**config.mk**
```make
export PLATFORM = sky130hd
export DESIGN_NAME = bin2bcd_seq
export DESIGN_NICKNAME = d
export VERILOG_FILES = /design/src/rtl/bin2bcd_pkg.sv /design/src/rtl/bin2bcd_add3.sv /design/src/rtl/bin2bcd_seq.sv
export SDC_FILE = /design/constraint.sdc
export NUM_CORES = 1
export LEC_CHECK = 0
export CAP_MARGIN = 20
export CORE_UTILIZATION = 43
export CTS_BUF_LIST = sky130_fd_sc_hd__clkbuf_4 sky130_fd_sc_hd__clkbuf_8
export DETAILED_ROUTE_END_ITERATION = 12
export SKIP_LAST_GASP = 1
export SLEW_MARGIN = 10
export SYNTH_ARGS = -nofsm -noshare
export SYNTH_HDL_FRONTEND = slang
export SYNTH_HIERARCHICAL = 1
export SYNTH_SLANG_ARGS = --single-unit
```
**constraint.sdc**
```tcl
create_clock -name clk -period 2.13 [get_ports clk]
set_input_delay 0.426 -clock clk [delete_from_list [all_inputs] [get_ports clk]]
set_output_delay 0.426 -clock clk [all_outputs]
set_load 0.05 [all_outputs]
```
**src/rtl/bin2bcd_pkg.sv**
```systemverilog
// Shared types and constants for the iterative double-dabble converter.
// Optional overflow/saturation support is enabled with BIN2BCD_OVF_EN.
package bin2bcd_pkg;

    typedef enum logic {
        IDLE  = 1'b0,
        SHIFT = 1'b1
    } state_e;

    localparam logic [3:0] ADD3_THRESH = 4'd4;
    localparam logic [3:0] ADD3_CORR   = 4'd3;
    localparam logic [3:0] BCD_NINE    = 4'h9;

    // Largest decimal value representable is pow10(DIGITS)-1.
    function automatic longint unsigned pow10(input int unsigned n);
        longint unsigned r;
        r = 64'd1;
        for (int unsigned i = 0; i < n; i++) begin
            r = r * 64'd10;
        end
        return r;
    endfunction

endpackage

```
**src/rtl/bin2bcd_add3.sv**
```systemverilog
// Combinational double-dabble digit corrector: adds 3 to any digit above 4.
module bin2bcd_add3
    import bin2bcd_pkg::*;
(
    input  logic [3:0] digit_i,
    output logic [3:0] digit_o
);

    assign digit_o = (digit_i > ADD3_THRESH) ? digit_i + ADD3_CORR : digit_i;

endmodule

```
**src/rtl/bin2bcd_seq.sv**
```systemverilog
// Sequential binary-to-BCD converter, one add-3/shift iteration per clock.
// Define BIN2BCD_OVF_EN to add the ovf output and all-nines saturation.
module bin2bcd_seq
    import bin2bcd_pkg::*;
#(
    parameter int unsigned BIN_W  = 8,
    parameter int unsigned DIGITS = 3
) (
    input  logic                clk,
    input  logic                rst,
    input  logic                start,
    input  logic [BIN_W-1:0]    bin,
    output logic                busy,
    output logic                done,
`ifdef BIN2BCD_OVF_EN
    output logic                ovf,
`endif
    output logic [4*DIGITS-1:0] bcd
);

    localparam int unsigned BCD_W = 4 * DIGITS;
    localparam int unsigned SR_W  = BCD_W + BIN_W;
    localparam int unsigned CNT_W = $clog2(BIN_W + 1);

    state_e            state_q;
    logic [BCD_W-1:0]  bcd_acc_q;
    logic [BIN_W-1:0]  bin_acc_q;
    logic [CNT_W-1:0]  cnt_q;
    logic              busy_q;
    logic              done_q;
    logic [BCD_W-1:0]  bcd_q;

    logic [BCD_W-1:0]  bcd_fix;
    logic [SR_W-1:0]   sr_d;
    logic [BCD_W-1:0]  bcd_acc_d;
    logic [BIN_W-1:0]  bin_acc_d;

    for (genvar g = 0; g < DIGITS; g++) begin : g_add3
        bin2bcd_add3 u_add3 (
            .digit_i (bcd_acc_q[4*g +: 4]),
            .digit_o (bcd_fix[4*g +: 4])
        );
    end

    // The top digit's MSB falls off the end, which keeps only the low DIGITS digits.
    always_comb begin
        sr_d      = {bcd_fix, bin_acc_q} << 1;
        bcd_acc_d = sr_d[SR_W-1:BIN_W];
        bin_acc_d = sr_d[BIN_W-1:0];
    end

`ifdef BIN2BCD_OVF_EN
    localparam longint unsigned BCD_MAX = pow10(DIGITS) - 64'd1;
    logic ovf_pend_q;
    logic ovf_q;
`endif

    always_ff @(posedge clk or posedge rst) begin
        if (rst) begin
            state_q    <= IDLE;
            bcd_acc_q  <= '0;
            bin_acc_q  <= '0;
            cnt_q      <= '0;
            busy_q     <= 1'b0;
            done_q     <= 1'b0;
            bcd_q      <= '0;
`ifdef BIN2BCD_OVF_EN
            ovf_pend_q <= 1'b0;
            ovf_q      <= 1'b0;
`endif
        end else begin
            done_q <= 1'b0;
            case (state_q)
                IDLE: begin
                    if (start) begin
                        bcd_acc_q  <= '0;
                        bin_acc_q  <= bin;
                        cnt_q      <= CNT_W'(BIN_W);
                        busy_q     <= 1'b1;
                        state_q    <= SHIFT;
`ifdef BIN2BCD_OVF_EN
                        ovf_pend_q <= (64'(bin) > BCD_MAX);
`endif
                    end
                end
                SHIFT: begin
                    bcd_acc_q <= bcd_acc_d;
                    bin_acc_q <= bin_acc_d;
                    cnt_q     <= cnt_q - CNT_W'(1);
                    if (cnt_q == CNT_W'(1)) begin
                        state_q <= IDLE;
                        busy_q  <= 1'b0;
                        done_q  <= 1'b1;
`ifdef BIN2BCD_OVF_EN
                        ovf_q   <= ovf_pend_q;
                        bcd_q   <= ovf_pend_q ? {DIGITS{BCD_NINE}} : bcd_acc_d;
`else
                        bcd_q   <= bcd_acc_d;
`endif
                    end
                end
                default: state_q <= IDLE;
            endcase
        end
    end

    assign busy = busy_q;
    assign done = done_q;
    assign bcd  = bcd_q;
`ifdef BIN2BCD_OVF_EN
    assign ovf  = ovf_q;
`endif

endmodule

```
==> out/results.tsv <==
metric	value	unit
setup_violations	0	
dr.pass1.iters	4	
seqCellArea	976	um^2
holdBufCountCts	0	
coreArea	4350	um^2
r2r_start	cnt_q[1]$_DFFE_PP0P_	
post_cts.repair.setup_buffers	0	
fill_cells	391	
cp_cell_sequence	clkdlybuf4s50_1	
worst_r2r_endpoint	bcd[11]$_DFFE_PP0P_	
vias	1285	
period_needed	1.89	ns
hold_ws	0.491	ns
startpoint	bcd[9]$_DFFE_PP0P_	
syn_area	1940	um^2
fmax	0.529	GHz
die_area	4790	um^2
drtIter0Drc	66	
syn-num-nets	192	
p_leak	1.07	nW
cts_resized	0	
r2r_setup_slack	0.43	ns
yosysWarnings	6	
endpoint_kind	primary output	
maxCapViolations	0	
worstMarginPinSlew	0.527	ns
antenna_cells	0	
clk_path_buf_depth	2	
place_congestion	0.783	
wirelength	3530	um
final_net_count	218	
die_y	69.2	um
critPathArrivalTime	1.47	ns
grt_max_degree	40	
critPathKind	reg -> out	
reg2reg_depth	5	
cp_top_family	buffers and inverters	
critical_path.slowest_cell	clkdlybuf4s50_1	
clock_skew	0.00858	ns
synthCells	173	
max_stage_delay	0.83	ns
h-tree-depth	2	
cts_buffers	5	
drtAntennaViolNets	0	
clkSlewWorstSetupHoldPaths	0.07	ns
initial_core_util	0.446	
cts.sinks	39	
clock_latency	0.28	ns
worstPathRequired	1.70	ns
maxSlewViolCount	0	
ios	25	
multi_input_area	872	um^2
tns	0	ns
fp.dieW	69.2	um
rows	24	
root_buffer	clkbuf_8	
grt_pass1_wl	6290	um
route.detailed.drc	0	
status	finished, final reports clean	
path_depth	1	
finalCritPeriodShare	0.888	
finalHoldViolCount	0	
hold_path.class	reg -> reg	
syn2layout_area_growth	19.4	%
grt_use_total	0.168	
start_kind	flop	
cts_tree	yes	
critPathMaxFanout	2	
grt_setup_unrepaired	no	
wl_per_cell	14.0	um
drive_gt1_frac	0.145	
ir_drop	0.845	mV
powerDensity	1710	nW/um^2
place_hpwl	2420	um
slew_headroom	0.648	
grt_overflow	0	
endpoint	bcd[9]	
grt_pass1_vias	1326	
avgSynthCellArea	11.2	um^2
path_buf_inv	1	
port_buffers	24	
antenna_found_initial	0	
vias_per_cell	5.10	
==> flip-flops by register name, indices dropped and copies added, names as in the netlist <==
| register | count |
|---|---|
| state_q | 1 |
| done | 1 |
| busy | 1 |
| bcd | 12 |
| bcd_acc_q | 12 |
| cnt_q | 4 |
| bin_acc_q | 8 |
==> worst min-delay path by stage <==
stage                                   from                  endpoint  slack [ns]  cells past startpoint
floorplan           bin_acc_q[3]$_DFFE_PP0P_  bin_acc_q[4]$_DFFE_PP0P_        0.45                      2
global placement    bin_acc_q[3]$_DFFE_PP0P_  bin_acc_q[4]$_DFFE_PP0P_        0.46                      2
detailed placement  bin_acc_q[3]$_DFFE_PP0P_  bin_acc_q[4]$_DFFE_PP0P_        0.48                      2
CTS                 bin_acc_q[3]$_DFFE_PP0P_  bin_acc_q[4]$_DFFE_PP0P_        0.50                      2
global route        bin_acc_q[5]$_DFFE_PP0P_  bin_acc_q[6]$_DFFE_PP0P_        0.53                      2
finish              bin_acc_q[2]$_DFFE_PP0P_  bin_acc_q[3]$_DFFE_PP0P_        0.49                      2
==> cells in the final DEF (no fill, tap or decap) <==
master / instances
a21o_1: 3
a21oi_2: 3
a22o_1: 5
a31oi_1: 1
buf_4: 4
clkbuf_4: 2
clkbuf_8: 5
clkdlybuf4s50_1: 24
clkinv_2: 1
dfrtp_1: 39
ha_1: 8
inv_1: 13
mux2_2: 5
mux2_4: 8
mux2i_1: 11
nand2_1: 14
nand2b_1: 11
nor2_1: 3
nor2b_1: 3
nor3_1: 3
nor3b_1: 2
nor4bb_4: 1
o21ai_0: 21
o21ai_1: 2
o21bai_1: 1
o31ai_1: 2
or4_1: 1
xnor2_1: 3
xor2_1: 1
==> routing by layer <==
layer,GRT usage,part of all wire
met5,0,0
met1,0.225,0.47
met2,0.254,0.48
met4,0.0658,0.016
met3,0.0523,0.038
==> per-stage QoR <==
stage	power [mW]	setup WS (ns)	util	cell area, um^2	std cells
floorplan	2.95	0.567	-	1940	173
finish	3.98	0.239	0.533	2320	252
CTS	4.03	0.204	0.533	2320	252
global placement	3.41	0.501	0.513	2230	244
detailed placement	3.50	0.420	0.513	2230	244
global route	4.30	0.173	0.533	2320	252
==> worst register-to-register path, cell delays in order, from the launching register on <==
cell      delay (ns)
dfrtp_1         0.39
inv_1           0.11
ha_1            0.18
nor4bb_4        0.27
buf_4           0.28
mux2_2          0.36
==> layout make-up <==
class | instances | area share
Multi-Input combinational cell | 112 | 0.376
Timing Repair Buffer | 28 | 0.116
Tap cell | 52 | 0.0280
Clock inverter | 1 | 0.00216
Inverter | 13 | 0.0210
Clock buffer | 7 | 0.0361
Sequential cell | 39 | 0.420
==> report_power, final <==
| group | internal, mW | switching [mW] | leakage [nW] |
|---|---|---|---|
| Clock | 0.255 | 0.239 | 0.0491 |
| Sequential | 1.09 | 0.307 | 0.487 |
| Combinational | 0.944 | 1.15 | 0.535 |
| Total | 2.29 | 1.69 | 1.07 |
(Power assumes the default switching activity.)
